$ cat src/rtl/eth_pkg.sv
// Shared Ethernet/ARP constants, FSM encodings and field helpers for the GMII TX paths.
package eth_pkg;

    localparam logic [15:0] ETH_TYPE_ARP    = 16'h0806;
    localparam logic [15:0] ARP_HTYPE       = 16'h0001;
    localparam logic [15:0] ARP_PTYPE       = 16'h0800;
    localparam logic [15:0] ARP_OP_REQ      = 16'h0001;
    localparam logic [15:0] ARP_OP_REP      = 16'h0002;
    localparam logic [7:0]  ARP_HLEN        = 8'h06;
    localparam logic [7:0]  ARP_PLEN        = 8'h04;
    localparam logic [7:0]  PREAMBLE_BYTE   = 8'h55;
    localparam logic [7:0]  SFD_BYTE        = 8'hD5;
    localparam int          ETH_MIN_PAYLOAD = 46;

    // Last byte index of each fixed-length section
    localparam logic [5:0] PRE_LAST = 6'd7;
    localparam logic [5:0] ETH_LAST = 6'd13;
    localparam logic [5:0] ARP_LAST = 6'd27;
    localparam logic [5:0] PAD_LAST = 6'(ETH_MIN_PAYLOAD - 28 - 1);
    localparam logic [5:0] FCS_LAST = 6'd3;

    typedef enum logic [6:0] {
        ST_IDLE = 7'b0000001,
        ST_PRE  = 7'b0000010,
        ST_ETH  = 7'b0000100,
        ST_ARP  = 7'b0001000,
        ST_PAD  = 7'b0010000,
        ST_FCS  = 7'b0100000,
        ST_IFG  = 7'b1000000
    } arp_state_e;

    function automatic logic [7:0] mac_byte(input logic [47:0] m, input logic [5:0] i);
        logic [47:0] s;
        s = m << {i, 3'b000};
        return s[47:40];
    endfunction

    function automatic logic [7:0] ip_byte(input logic [31:0] a, input logic [5:0] i);
        logic [31:0] s;
        s = a << {i, 3'b000};
        return s[31:24];
    endfunction

endpackage

$ cat src/rtl/crc32_d8.sv
// Byte-wide reflected CRC-32 (Ethernet FCS); crc_next exposes the value the register takes next edge.
module crc32_d8 (
    input  logic        clk,
    input  logic        rst_n,
    input  logic [7:0]  data,
    input  logic        crc_en,
    input  logic        crc_clr,
    output logic [31:0] crc_data,
    output logic [31:0] crc_next
);

    logic [31:0] crc_q;

    function automatic logic [31:0] crc_step(input logic [31:0] c, input logic [7:0] d);
        logic [31:0] r;
        r = c;
        for (int i = 0; i < 8; i++) begin
            if (r[0] ^ d[i]) r = (r >> 1) ^ 32'hEDB8_8320;
            else             r = r >> 1;
        end
        return r;
    endfunction

    always_comb begin
        crc_next = crc_q;
        if (crc_clr)     crc_next = 32'hFFFF_FFFF;
        else if (crc_en) crc_next = crc_step(crc_q, data);
    end

    always_ff @(posedge clk or negedge rst_n) begin
        if (!rst_n) crc_q <= 32'hFFFF_FFFF;
        else        crc_q <= crc_next;
    end

    assign crc_data = crc_q;

endmodule

$ cat src/rtl/arp_tx.sv
// ARP request/reply frame generator on GMII: preamble, header, ARP body, pad, FCS, then IFG.
module arp_tx
    import eth_pkg::*;
#(
    parameter logic [47:0] BOARD_MAC  = 48'h00_11_22_33_44_55,
    parameter logic [31:0] BOARD_IP   = {8'd192, 8'd168, 8'd1, 8'd10},
    parameter int          IFG_CYCLES = 12
) (
    input  logic        clk,
    input  logic        rst_n,
    input  logic        arp_tx_en,
    input  logic        arp_tx_type,
    input  logic [47:0] des_mac,
    input  logic [31:0] des_ip,
    output logic        gmii_tx_en,
    output logic [7:0]  gmii_txd,
    output logic        tx_busy,
    output logic        tx_done
);

    localparam logic [5:0] IFG_LAST = 6'(IFG_CYCLES - 1);

    arp_state_e  state_q, state_d;
    logic [5:0]  cnt_q, cnt_d;
    logic        type_q;
    logic [47:0] mac_q;
    logic [31:0] ip_q;
    logic [7:0]  txd_q, byte_d;
    logic        tx_en_q, busy_q, done_q;
    logic [31:0] crc_data, crc_next, fcs;
    logic        crc_en, crc_clr;

    assign crc_clr = (state_q == ST_IDLE);
    assign crc_en  = (state_q inside {ST_ETH, ST_ARP, ST_PAD});

    crc32_d8 u_crc (
        .clk     (clk),
        .rst_n   (rst_n),
        .data    (txd_q),
        .crc_en  (crc_en),
        .crc_clr (crc_clr),
        .crc_data(crc_data),
        .crc_next(crc_next)
    );

    always_comb begin
        state_d = state_q;
        cnt_d   = cnt_q + 6'd1;
        unique case (state_q)
            ST_IDLE: begin
                cnt_d = '0;
                if (arp_tx_en) state_d = ST_PRE;
            end
            ST_PRE: if (cnt_q == PRE_LAST) begin state_d = ST_ETH; cnt_d = '0; end
            ST_ETH: if (cnt_q == ETH_LAST) begin state_d = ST_ARP; cnt_d = '0; end
            ST_ARP: if (cnt_q == ARP_LAST) begin state_d = ST_PAD; cnt_d = '0; end
            ST_PAD: if (cnt_q == PAD_LAST) begin state_d = ST_FCS; cnt_d = '0; end
            ST_FCS: if (cnt_q == FCS_LAST) begin state_d = ST_IFG; cnt_d = '0; end
            ST_IFG: if (cnt_q == IFG_LAST) begin state_d = ST_IDLE; cnt_d = '0; end
            default: begin state_d = ST_IDLE; cnt_d = '0; end
        endcase
    end

    // The first FCS byte is chosen while the last pad byte is still being folded in,
    // so it must come from crc_next; later FCS bytes see the settled register.
    assign fcs = ~((state_q == ST_FCS) ? crc_data : crc_next);

    // Byte for the wire next cycle, selected from the next state/count
    always_comb begin
        byte_d = 8'h00;
        unique case (state_d)
            ST_PRE: byte_d = (cnt_d == PRE_LAST) ? SFD_BYTE : PREAMBLE_BYTE;
            ST_ETH: begin
                if (cnt_d < 6'd6)       byte_d = type_q ? mac_byte(mac_q, cnt_d) : 8'hFF;
                else if (cnt_d < 6'd12) byte_d = mac_byte(BOARD_MAC, cnt_d - 6'd6);
                else                    byte_d = cnt_d[0] ? ETH_TYPE_ARP[7:0] : ETH_TYPE_ARP[15:8];
            end
            ST_ARP: begin
                if (cnt_d < 6'd2)       byte_d = cnt_d[0] ? ARP_HTYPE[7:0] : ARP_HTYPE[15:8];
                else if (cnt_d < 6'd4)  byte_d = cnt_d[0] ? ARP_PTYPE[7:0] : ARP_PTYPE[15:8];
                else if (cnt_d == 6'd4) byte_d = ARP_HLEN;
                else if (cnt_d == 6'd5) byte_d = ARP_PLEN;
                else if (cnt_d < 6'd8)  byte_d = type_q ? (cnt_d[0] ? ARP_OP_REP[7:0] : ARP_OP_REP[15:8])
                                                        : (cnt_d[0] ? ARP_OP_REQ[7:0] : ARP_OP_REQ[15:8]);
                else if (cnt_d < 6'd14) byte_d = mac_byte(BOARD_MAC, cnt_d - 6'd8);
                else if (cnt_d < 6'd18) byte_d = ip_byte(BOARD_IP, cnt_d - 6'd14);
                else if (cnt_d < 6'd24) byte_d = type_q ? mac_byte(mac_q, cnt_d - 6'd18) : 8'h00;
                else                    byte_d = ip_byte(ip_q, cnt_d - 6'd24);
            end
            ST_FCS:  byte_d = fcs[{cnt_d[1:0], 3'b000} +: 8];
            default: byte_d = 8'h00;
        endcase
    end

    always_ff @(posedge clk or negedge rst_n) begin
        if (!rst_n) begin
            state_q <= ST_IDLE;
            cnt_q   <= '0;
            type_q  <= 1'b0;
            mac_q   <= '0;
            ip_q    <= '0;
            txd_q   <= 8'h00;
            tx_en_q <= 1'b0;
            busy_q  <= 1'b0;
            done_q  <= 1'b0;
        end else begin
            state_q <= state_d;
            cnt_q   <= cnt_d;
            if (state_q == ST_IDLE && arp_tx_en) begin
                type_q <= arp_tx_type;
                mac_q  <= des_mac;
                ip_q   <= des_ip;
            end
            txd_q   <= byte_d;
            tx_en_q <= state_d inside {ST_PRE, ST_ETH, ST_ARP, ST_PAD, ST_FCS};
            busy_q  <= (state_d != ST_IDLE);
            done_q  <= (state_q == ST_FCS) && (state_d == ST_IFG);
        end
    end

    assign gmii_tx_en = tx_en_q;
    assign gmii_txd   = txd_q;
    assign tx_busy    = busy_q;
    assign tx_done    = done_q;

endmodule

$ cat config.mk
export PLATFORM = sky130hd
export DESIGN_NAME = arp_tx
export DESIGN_NICKNAME = d
export VERILOG_FILES = /design/src/rtl/eth_pkg.sv /design/src/rtl/crc32_d8.sv /design/src/rtl/arp_tx.sv
export SDC_FILE = /design/constraint.sdc
export NUM_CORES = 1
export LEC_CHECK = 0
export ABC_AREA = 1
export ABC_CLOCK_PERIOD_IN_PS = 6000
export BUFFER_PORTS_ARGS = -buffer_cell sky130_fd_sc_hd__buf_2
export CORE_AREA = 2 2 127 129
export CTS_CLUSTER_DIAMETER = 50
export CTS_CLUSTER_SIZE = 8
export DETAILED_ROUTE_END_ITERATION = 8
export DIE_AREA = 0 0 129 131
export PLACE_DENSITY = 0.91
export SLEW_MARGIN = 20
export SYNTH_ARGS = -nofsm -noshare
export SYNTH_HDL_FRONTEND = slang
export SYNTH_SLANG_ARGS = --single-unit
$ cat constraint.sdc
create_clock -name clk -period 6 [get_ports clk]
set_input_delay 0 -clock clk [delete_from_list [all_inputs] [get_ports clk]]
set_output_delay 0 -clock clk [all_outputs]
set_load 0.02 [all_outputs]
# Word level (Yosys, flattened, before mapping)
# Cells that the tools add are included.
# W data, S select, Z words.
# word_totals
word_cells,134
in_bits,84
ramBits,0
out_inout_bits,11
n_memories,0
latch_bits,0
regBits,137
rom_bits,0
# classes
n_mux,59
div_mod_pow,0
n_addsub,6
shifts,7
multipliers,0
eq_ne,23
n_bitwise,17
reduce_logical,4
n_lt_le_gt_ge,8
# ops
operator,n
$mux W32,25
$not A13 Y14,8
$mux W8,13
$shl A37 B9 Y48 const A,2
$shl A48 B9 Y48,2
$mux W7,7
$pmux W7 S7,1
$mux W6,6
$pmux W6 S6,1
$not A32 Y32,1
$pmux W8 S4,1
$shiftx A32 B6 Y8,1
$shl A32 B9 Y32,1
$shl A32 B9 Y32 const A,1
$eq A6 B3 Y1 const B,4
$lt A6 B4 Y1 const B,3
$eq A7 B2 Y1 const B,2
$eq A7 B3 Y1 const B,2
$eq A7 B4 Y1 const B,2
$eq A7 B5 Y1 const B,2
$eq A7 B6 Y1 const B,2
$eq A7 B7 Y1 const B,2
$eq A6 B4 Y1 const B,2
$eq A6 B5 Y1 const B,2
other kinds (17),31

# Depth between registers and ports, before layout
# Gate-level depths: netlist of run 1.
# logic_depth
depth_word,36
mapped_depth,26
depth_no_buf,25

# Modules after synthesis
# A second synthesis of run 1 with hierarchy kept.
# hier_totals
cells_unflattened,1254
hier_area_um2,9486.6
# by_module_without_submodules
mod,area_each_um2,instances,cells_each,seq_area_each_um2
arp_tx,7105.6,1,927,2628.8
crc32_d8,2381.0,1,327,840.8

# Least setup slack after synthesis of run 1
# Ideal clock, no wire load.
# synth_path
path_type,register to register
start,reg cnt_q[0]
end,"reg txd_q[4], in the netlist gmii_txd[4]"
synth_period_minus_slack_ns,2.993
stages_incl_launch_ff,26
t_required_ns,5.934
path_buffers,2
setup_ns,0.066
slack_ns,3.007
arrival_time_ns,2.927
path_cell_list,dfrtp_1 > ha_1 > nand2_1 > nor2_1 > nand2_1 > nand2_1 > nor2_1 > nor2_2 > nand2_1 > nor2_4 > buf_6 > buf_2 > ha_1 > inv_1 > a21oi_1 > inv_1 > nand2_1 > nand3_1 > nor2_4 > nand2_2 > o21bai_1 > nand2_1 > nand2_1 > nand2_1 > nand3_1 > nand2_1
# synth_between
elab_chain_len,15
elab_cells_between_ends,60
cone_classes,6 x add/sub; 8 x order compare; 12 x eq/ne; 7 x shift; 27 x mux
# synth_rtl
item,line_no,source
start: declaration,arp_tx.sv:24,"logic [5:0] cnt_q, cnt_d;"
start signal: assignment,arp_tx.sv:108,cnt_q <= cnt_d;
$add A6 B1 Y6 (tied with other cells),arp_tx.sv:48,cnt_d = cnt_q + 6'd1;
$mux W6 (tied with other cells),arp_tx.sv:59,ST_IFG: if (cnt_q == IFG_LAST) begin state_d = ST_IDLE; cnt_d = '0; end
$pmux W6 S6,arp_tx.sv:49,unique case (state_q)
$sub A6 B5 Y6,arp_tx.sv:87,"else if (cnt_d < 6'd24) byte_d = type_q ? mac_byte(mac_q, cnt_d - 6'd18) : 8'h00;"
$shl A48 B9 Y48,eth_pkg.sv:34,"s = m << {i, 3'b000};"
$mux W8 (2 in a row),arp_tx.sv:87,
$mux W8,arp_tx.sv:86,"else if (cnt_d < 6'd18) byte_d = ip_byte(BOARD_IP, cnt_d - 6'd14);"
$mux W8,arp_tx.sv:85,"else if (cnt_d < 6'd14) byte_d = mac_byte(BOARD_MAC, cnt_d - 6'd8);"
$mux W8,arp_tx.sv:83,else if (cnt_d < 6'd8) byte_d = type_q ? (cnt_d[0] ? ARP_OP_REP[7:0] : ARP_OP_REP[15:8])
$mux W8,arp_tx.sv:82,else if (cnt_d == 6'd5) byte_d = ARP_PLEN;
$mux W8,arp_tx.sv:81,else if (cnt_d == 6'd4) byte_d = ARP_HLEN;
$mux W8,arp_tx.sv:80,else if (cnt_d < 6'd4) byte_d = cnt_d[0] ? ARP_PTYPE[7:0] : ARP_PTYPE[15:8];
$mux W8,arp_tx.sv:79,if (cnt_d < 6'd2) byte_d = cnt_d[0] ? ARP_HTYPE[7:0] : ARP_HTYPE[15:8];
$pmux W8 S4 *,arp_tx.sv:71,unique case (state_d)
via byte_d[4],arp_tx.sv:28,"logic [7:0] txd_q, byte_d;"
end signal: assignment,arp_tx.sv:114,txd_q <= byte_d;
end: declaration,arp_tx.sv:28,
# The timed path passes the listed nets; every way through them passes the cells marked *.
# A chain may end at the register's enable or synchronous reset.

# Worst setup path after layout of run 1
# layout_path
start,reg cnt_q[0]
end,"reg txd_q[0], in the netlist gmii_txd[0]"
# Same word-level chain as after synthesis.

==> out/qor.yml, run 1 <==
cap_violations: 0
critPathCaptureType: "register"
clkLatencyLatePin_ns: 0.44
synth_top_flop_cell: "dfrtp_1"
track_usage: 0.351
syn_nets: 1272
cts.path.max_buffers: 2
grt_overflow: 0
drc: 0
reg2regPathDepth: 19
cts_root_buf: "clkbuf_16"
routed_wl_mm: 29.1
post-route-util: 0.716
drive_above_1_share: 0.238
period_minus_slack_ns: 4.15
slew_headroom: 0.227
finalClockSkew_ns: 0.0165
postSynthAreaPerCell_sq_um: 7.75
status: "complete, no violations"
antenna_found_initial: 0
fill_cells: 1079
drtPass1Iterations: 8
start_kind: "register"
synth.distinct_cells: 51
worst_pin_slew_ns: 1.16
reg2reg_from: "cnt_q[0]$_DFF_PN0_"
start_util: 0.586
synth_top_cell_by_area: "dfrtp_1"
cts_buffers: 17
area_growth_pct: 22.2
crit_type: "reg -> reg"
routabilityCongestion: 1.05
rr_endpoint: "gmii_txd[0]$_DFF_PN0_"
synth_edf_count: 0
min_path_type: "in -> reg"
final_nets: 1432
async_flop_share: 1.00
synth_top_area_frac: 0.285
leakagePower_uw: 0.00544
pin_count: 95
cts_tree: "done"
multi_input_area_sq_um: 5100
vias: 9149
die_area_sq_um: 16900
hp-start: "arp_tx_en"
io_buffers: 94
cts.sinks: 137
seqCellArea_sq_um: 3470
power.density_nw_per_um2: 386
rsz0062_at_grt: "no"
synth_area_sq_um: 9140
cp_max_fo: 59
core_area_sq_um: 15600
crit_arrival_ns: 4.52
setup_ws_ns: 1.85
routed_via_density: 5.83
clk_pin_slew_worst_paths_ns: 0.06
row_count: 46
synth-seq-cells: 137
finalSetupViolations: 0
wl_per_cell_um: 18.5
required_ns: 6.37
max_freq_mhz: 241
die_h_um: 131
yosysSeqAreaShare: 0.380
hold_viol_final: 0
yosys-top-cells-area: "dfrtp_1, nand2_1, dfstp_2, mux2_2, a21oi_1"
grt_pass1_vias: 8989
cts_setup_buffers: 0
ir_worst_vdd_mv: 0.267
synth_common_cells: "nand2_1, dfrtp_1, a21oi_1, inv_1, nor2_1"
die_w_um: 129
htreeDepth: 4
final_max_slew_viol_count: 0
place_ws_ns: 2.18
post-dp-hpwl_mm: 17.8
hold_depth: 3
p_total_uw: 4310
worstHoldEndpoint: "tx_busy$_DFF_PN0_"
yosysMostFrequentCell: "nand2_1"
rrSetupSlack_ns: 1.85
tns_ns: 0
ys_warn_count: 0
grt_first_pass_wirelength_mm: 45.5
grt_start_max_net_pins: 95
fin_crit_sh: 0.691
drtAntennaViolNets: 0
drt-initial-drc-count: 1192
synthCells: 1178
-- what timing repair did --
item | CTS | global route
gates resized for setup | 0 | 0
hold buffers | 82 | 0
hold endpoints to repair | 142 | 0
-- critical path, stage by stage (launching register included) --
cell      delay [ns]
dfrtp_1         0.41
ha_1            0.30
nand2_1         0.08
clkinv_1        0.08
nand3_2         0.11
nand2_1         0.11
nor2_2          0.07
nor2_8          0.18
nand3_4         0.58
nor2_1          1.14
nand2_1         0.26
nand3_1         0.23
a21oi_1         0.08
nand2_1         0.09
nand2_1         0.05
nand2_1         0.06
nand2_1         0.05
nand2_1         0.05
nand2_1         0.05
nand2_1         0.05
-- cell usage in the layout, fill, tap and decap left out, drive strengths merged, types with 33 or more instances in the layout --
| cell type | netlist | routed |
|---|---|---|
| buf | 16 | 96 |
| mux2 | 69 | 69 |
| a21oi | 87 | 87 |
| o21ai | 54 | 54 |
| xor2 | 35 | 35 |
| inv | 101 | 104 |
| nand3 | 91 | 91 |
| nand2 | 373 | 373 |
| nor2 | 113 | 113 |
| dfstp | 33 | 33 |
| dfrtp | 104 | 104 |
| dlygate4sd3 | 0 | 82 |
-- cell families after synthesis --
| logic type | count (synthesis) | share of synthesized area |
|---|---|---|
| AOI/OAI and AO/OA | 165 | 0.0992 |
| buffers and inverters | 140 | 0.0651 |
| DFF | 137 | 0.380 |
| muxes | 69 | 0.0851 |
| xor gates and xnor gates | 53 | 0.0541 |
| and+or+nand+nor | 604 | 0.303 |
| adders and majority gates | 10 | 0.0137 |
-- final cells by class --
type,count,area share
clock buffer,19,0.0406
clock inverter,13,0.0149
inverter,103,0.0352
timing repair buffer,178,0.118
tap,216,0.0242
multi-input combinational,901,0.457
antenna,1,0.000224
sequential,137,0.311
-- power by group --
| group | switching, uW | internal (uW) | total (uW) |
|---|---|---|---|
| clock | 445 | 680 | 1130 |
| sequential | 216 | 1230 | 1450 |
| combinational | 1070 | 661 | 1730 |
-- flip-flops by register name, indices dropped and copies added, names as in the netlist --
signal	count
type_q	1
state_q	7
ip_q	32
tx_done	1
tx_busy	1
cnt_q	6
gmii_txd	8
u_crc.crc_data	32
gmii_tx_en	1
mac_q	48
-- routing by layer --
layer	GRT usage	wire, um	vias to the layer above	share of wire
met3	0.0717	2440	163	0.084
met5	0	0	-	0
met1	0.419	10700	4233	0.37
met2	0.589	14100	606	0.49
li1	-	-	4147	-
met4	0.212	1770	0	0.061
-- metrics by stage --
step	cells	cell area, sq um	hold WS, ns
2_1_floorplan	1178	9140	-0.296
3_3_place_gp	1453	9710	0.0154
3_5_place_dp	1453	9710	0.0132
6_report	1568	11200	0.0850
4_1_cts	1567	11200	0.0182
5_1_grt	1567	11200	0.113
-- how the worst max path moves through the flow --
stage	slack (ns)	from	to
global placement	2.20	cnt_q[0]$_DFF_PN0_	gmii_txd[0]$_DFF_PN0_
floorplan	3.01	cnt_q[0]$_DFF_PN0_	gmii_txd[4]$_DFF_PN0_
detailed placement	2.18	cnt_q[0]$_DFF_PN0_	gmii_txd[0]$_DFF_PN0_
global route	1.64	cnt_q[0]$_DFF_PN0_	gmii_txd[0]$_DFF_PN0_
finish	1.85	cnt_q[0]$_DFF_PN0_	gmii_txd[0]$_DFF_PN0_
CTS	2.12	cnt_q[0]$_DFF_PN0_	gmii_txd[0]$_DFF_PN0_
Note: power is estimated with default switching activity, not from simulation.
==> inputs of run 2 (changes only) <==
- ABC_CLOCK_PERIOD_IN_PS: 6000 -> 3980
- clock period: 6 -> 3.98 ns (I/O delays scaled with it)
==> run 2 against run 1 <==
Against the previous run: hold slack worse by 0.073 ns; fmax up 17%; count of clock-buffer cells in the layout is 2 higher; setup slack got worse by 1.4 ns; total power increased by 52%; die area stayed put; non-clock buffer count up 11; clock power grew 47%; largest cell class unchanged.
==> out/qor.yml, run 2 (synthesis gave the netlist of run 1 again) <==
pin_count: 95  # unchanged
antenna_found_initial: 0  # unchanged
vias: 9286  # +1.5%
combPwrFrac: 0.411  # +0.009
die_w_um: 129  # unchanged
io_buffers: 94  # unchanged
start_kind: "register"
routed_via_density: 5.88  # +0.85%
cts_buffers: 17  # unchanged
clkLatencyLatePin_ns: 0.43  # about the same
slowest_stage: "ha_1"
htreeDepth: 4  # unchanged
rsz0062_at_grt: "no"
grt_first_pass_wirelength_mm: 46.2  # +1.6%
rr_endpoint: "gmii_txd[2]$_DFF_PN0_"
diodes: 0  # -1
max_stage_delay_ns: 0.52  # -0.62 ns
post-dp-hpwl_mm: 18.1  # +2.1%
path_buf_inv: 2  # +1
drtAntennaViolNets: 0  # unchanged
crit_top_cell: "nand2_1"
worst_pin_slew_ns: 0.932  # -0.224 ns
final_max_slew_viol_count: 0  # unchanged
area_growth_pct: 23.1
grt_overflow: 0  # unchanged
cp_cell_sequence: "inv_2 > nand3_1 > nor2_2 > nand2_1 > nand2_1 > nor2_2 > nand2_4 > nand2_8 > inv_1 > ha_1 > ha_1 > nand2_1 > nand2_1 > nand2_1 > nand2_1 > nand3_1 > a21oi_1 > nand2_1 > nand2_1 > nand2_1 > nand2_1 > nand2_1 > nand2_1"
final_cell_mix: "nand2_1, dfrtp_1, buf_2"
largest_reg_flops: 48  # unchanged
tns_ns: 0  # unchanged
cts_root_buf: "clkbuf_16"
sw_frac_of_total: 0.402  # about the same
row_count: 46  # unchanged
final_nets: 1443  # +0.77%
drc: 0  # unchanged
cts.repair.resized: 0  # unchanged
layout_commonest_cell: "nand2_1"
cp_max_fo: 13  # -78%
cap_violations: 0  # unchanged
core_area_sq_um: 15600  # unchanged
fill_cells: 1093  # +1.3%
rrSetupSlack_ns: 0.43  # -1.43 ns
drive_above_1_share: 0.242  # +0.00469
power.switching_uw: 2620  # +51%
finalSetupViolations: 0  # unchanged
status: "complete, no violations"
p_seq_frac: 0.334  # -0.003
max_freq_mhz: 281  # +17%
crit_arrival_ns: 3.92  # -0.60 ns
hold_viol_final: 0  # unchanged
reg2reg_from: "state_q[4]$_DFF_PN0_"
reg2regPathDepth: 23  # +4
cts.sinks: 137  # unchanged
finalClockSkew_ns: 0.0128  # -0.00369 ns
grt_start_max_net_pins: 110  # +16%
leakagePower_uw: 0.00549  # +0.96%
path_delay_family: "simple AND/OR/NAND/NOR gates"
cts.path.max_buffers: 2  # unchanged
wl_per_cell_um: 18.8  # +1.5%
power.density_nw_per_um2: 581  # +51%
p_clk_frac: 0.255  # -0.006
die_area_sq_um: 16900  # unchanged
period_minus_slack_ns: 3.55  # -0.595 ns
start_util: 0.586  # unchanged
die_h_um: 131  # unchanged
post-route-util: 0.721  # +0.00497
critPathCaptureType: "register"
cts_tree: "done"
clk_pin_slew_worst_paths_ns: 0.06  # about the same
min_path_type: "in -> async"
drt-initial-drc-count: 1021  # -14%
slew_headroom: 0.379  # +0.152
p_int_uw: 3910  # +52%
p_total_uw: 6530  # +52%
drtPass1Iterations: 9  # +1
routed_wl_mm: 29.7  # +2.1%
ir_worst_vdd_mv: 0.397  # +49%
routabilityCongestion: 0.956  # -8.9%
track_usage: 0.356  # +0.00539
crit_type: "reg -> reg"
grt_pass1_vias: 9084  # +1.1%
fin_crit_sh: 0.893  # +0.202
required_ns: 4.34  # -2.03 ns
largest_register: "mac_q"
-- run 2: how the worst max path moves through the flow --
stage	startpoint	end	slack, ns	cells past startpoint
after floorplan	cnt_q[0]$_DFF_PN0_	gmii_txd[4]$_DFF_PN0_	0.99	25
after global placement	state_q[1]$_DFF_PN0_	gmii_txd[1]$_DFF_PN0_	0.64	21
after detailed placement	state_q[1]$_DFF_PN0_	gmii_txd[2]$_DFF_PN0_	0.60	23
after CTS	cnt_q[0]$_DFF_PN0_	gmii_txd[2]$_DFF_PN0_	0.57	24
after global routing	cnt_q[0]$_DFF_PN0_	gmii_txd[2]$_DFF_PN0_	0.16	24
final	state_q[4]$_DFF_PN0_	gmii_txd[2]$_DFF_PN0_	0.43	23
-- run 2: through the flow --
step                      instance area [sq um]  instances  hold slack [ns]  worst slack, ns
after CTS                                 11200       1577           0.0284            0.572
after floorplan                            9140       1178           -0.296            0.987
after global routing                      11200       1578           0.0523            0.160
after detailed placement                   9790       1463            0.219            0.602
final                                     11200       1578           0.0121            0.426
after global placement                     9790       1463            0.202            0.637
-- run 2: layout make-up --
class	count	area [sq um]	area share
Tap cell	216	270	0.0240
Clock buffer	21	460	0.0410
Sequential cell	137	3470	0.309
Inverter	103	393	0.0350
Timing Repair Buffer	189	1420	0.126
Clock inverter	11	145	0.0129
Multi-Input combinational cell	901	5090	0.453
-- run 2: metal layers --
metal  up-vias  wire length (um)  global-route usage
met5         -                 0             0.00588
met4         0              1750               0.218
met3       162              2670              0.0745
met2       625             14300               0.603
met1      4324             10900               0.419
li1       4175                 -                   -
-- run 2: power groups by stage --
stage	logic, uW	registers, uW	clock network (uW)
2_1_floorplan	1800	2080	0
3_3_place_gp	2340	2110	0
3_5_place_dp	2420	2140	0
4_1_cts	2520	2130	1650
5_1_grt	2860	2220	1720
6_report	2680	2180	1660
-- run 2: repair_timing --
| item | 4_1_cts | 5_1_grt |
|---|---|---|
| buffers inserted | 0 | 0 |
| endpoints found under the setup margin | 0 | 0 |
| hold endpoints to repair | 156 | 0 |
| hold buffers | 82 | 0 |
==> inputs of run 3 (changes only) <==
- ABC_CLOCK_PERIOD_IN_PS: 3980 -> 4300
- clock period: 3.98 -> 4.3 ns (I/O delays scaled with it)
==> run 3 against run 2 <==
Against the previous run: total power shrank 8.5%; sequential power is 8% lower; critical path depth unchanged; global-route usage up 0.13 points; cell count down 0.25%; non-clock buffer count down 4; sequential cell count unchanged; critical endpoint is now gmii_txd[4]$_DFF_PN0_; largest cell class unchanged; highest routed layer unchanged.
==> out/qor.yml, run 3 (synthesis gave the netlist of run 1 again) <==
crit_arrival_ns: 3.85  # -0.07 ns
max_freq_mhz: 287  # +2.0%
cts.path.max_buffers: 2  # unchanged
ir_worst_vdd_mv: 0.405  # +2.1%
row_count: 46  # unchanged
crit_start: "cnt_q[0]$_DFF_PN0_"
tns_ns: 0  # unchanged
clkLatencyLatePin_ns: 0.44  # about the same
hold_viol_final: 0  # unchanged
finalClockSkew_ns: 0.0126  # -0.000223 ns
post-dp-hpwl_mm: 18.3  # +0.70%
routed_via_density: 5.95  # +1.1%
status: "complete, no violations"
critPathCaptureType: "register"
reg2reg_from: "cnt_q[0]$_DFF_PN0_"
die_w_um: 129  # unchanged
final_max_slew_viol_count: 0  # unchanged
drt-initial-drc-count: 1160  # +14%
fin_crit_sh: 0.811  # -0.0825
final_cell_mix: "nand2_1, dfrtp_1, buf_2"
cp_max_fo: 8  # -5
reg2regPathDepth: 23  # unchanged
place_area_sq_um: 9760  # -0.31%
start_kind: "register"
cts_setup_buffers: 0  # unchanged
cts.repair.resized: 0  # unchanged
clk_pin_slew_worst_paths_ns: 0.07  # about the same
die_area_sq_um: 16900  # unchanged
final_cell_area_sq_um: 11200  # -0.37%
power.density_nw_per_um2: 533  # -8.2%
area_growth_pct: 22.6
cts_root_buf: "clkbuf_16"
drc: 0  # unchanged
layout_commonest_cell: "nand2_1"
hold_slack_ns: 0.0515  # +0.0394 ns
routabilityCongestion: 1.01  # +5.5%
diodes: 0  # unchanged
cts_buffers: 17  # unchanged
drive_above_1_share: 0.242  # about the same
rrSetupSlack_ns: 0.81  # +0.39 ns
crit_path_end: "gmii_txd[4]$_DFF_PN0_"
grt_first_pass_wirelength_mm: 46.7  # +0.91%
core_area_sq_um: 15600  # unchanged
largest_register: "mac_q"
drtAntennaViolNets: 0  # unchanged
min_path_type: "in -> async"
place_ws_ns: 0.965  # +0.363 ns
cap_violations: 0  # unchanged
antenna_found_initial: 0  # unchanged
vias: 9367  # +0.87%
track_usage: 0.358  # +0.00127
rr_endpoint: "gmii_txd[4]$_DFF_PN0_"
slew_headroom: 0.432  # +0.0531
finalSetupViolations: 0  # unchanged
cts.sinks: 137  # unchanged
period_minus_slack_ns: 3.49  # -0.0690 ns
cts_tree: "done"
drtPass1Iterations: 6  # -3
htreeDepth: 4  # unchanged
grt_start_max_net_pins: 108  # -1.8%
worst_pin_slew_ns: 0.846  # -0.0861 ns
pin_count: 95  # unchanged
rsz0062_at_grt: "no"
crit_type: "reg -> reg"
routed_wl_mm: 29.5  # -0.60%
holdBufCountCts: 82  # unchanged
grt_overflow: 0  # unchanged
largest_reg_flops: 48  # unchanged
wl_per_cell_um: 18.8  # -0.34%
leakagePower_uw: 0.00545  # -0.60%
grt_pass1_vias: 9286  # +2.2%
io_buffers: 94  # unchanged
final_nets: 1439  # -0.28%
required_ns: 4.67  # +0.33 ns
die_h_um: 131  # unchanged
setup_ws_ns: 0.815  # +0.389 ns
start_util: 0.586  # unchanged
run 3: changes by cell type in the layout (fill, tap and decap cells not counted), sizes merged:
cell | previous run | this run
clkinv | 7 | 5
inv | 102 | 109
clkbuf | 21 | 17
clkinvlp | 2 | 3
buf | 107 | 103
bufinv | 3 | 1
run 3: metrics by stage:
step	total power (uW)	cells	util
after floorplan	3590	1178	-
after global placement	4120	1459	0.626
after detailed placement	4230	1459	0.626
after CTS	5760	1573	0.716
after global routing	6230	1574	0.718
final	5970	1574	0.718
run 3: metal layers:
layer  global-route usage  share of wire  vias up
met4                0.189          0.053        0
met1                0.416           0.36     4383
met2                0.616           0.49      660
met5                    0              0        -
met3               0.0859          0.096      167
li1                     -              -     4157
run 3: worst min path at each step:
| stage | endpoint | slack (ns) | cells past startpoint |
|---|---|---|---|
| 6_report | tx_done$_DFF_PN0_ | 0.05 | 2 |
| 5_1_grt | tx_busy$_DFF_PN0_ | 0.09 | 3 |
| 4_1_cts | tx_busy$_DFF_PN0_ | 0.02 | 3 |
| 3_5_place_dp | tx_busy$_DFF_PN0_ | 0.19 | 1 |
| 2_1_floorplan | cnt_q[0]$_DFF_PN0_ | -0.30 | 0 |
| 3_3_place_gp | tx_busy$_DFF_PN0_ | 0.19 | 1 |
run 3: where the power goes:
part | leakage [uW] | internal (uW) | total (uW) | switching [uW]
Combinational | 0.00358 | 941 | 2470 | 1530
Sequential | 0.00160 | 1720 | 2010 | 293
Clock | 0.000280 | 820 | 1490 | 669
Total | 0.00545 | 3480 | 5970 | 2490
run 3: final cells by class:
class	count	area (sq um)
Clock buffer	17	425
Clock inverter	15	160
Fill cell	1103	4400
Inverter	103	393
Multi-Input combinational cell	901	5100
Sequential cell	137	3470
Tap cell	216	270
Timing Repair Buffer	185	1390
run 3: critical path, cell delays in order, from the launching register on:
cell	delay (ns)
dfrtp_1	0.41
ha_1	0.30
nand2_1	0.08
nor2_1	0.12
nand2_1	0.13
nand2_1	0.09
nor2_1	0.04
nor2_1	0.17
nand2_1	0.11
nor2_4	0.27
ha_1	0.25
inv_1	0.07
a21oi_1	0.21
inv_1	0.07
nand2_1	0.07
nand3_1	0.16
nor2_4	0.19
nand2_2	0.12
o21bai_1	0.17
nand2_1	0.07
nand2_1	0.06
nand2_1	0.05
nand3_1	0.08
nand2_1	0.13
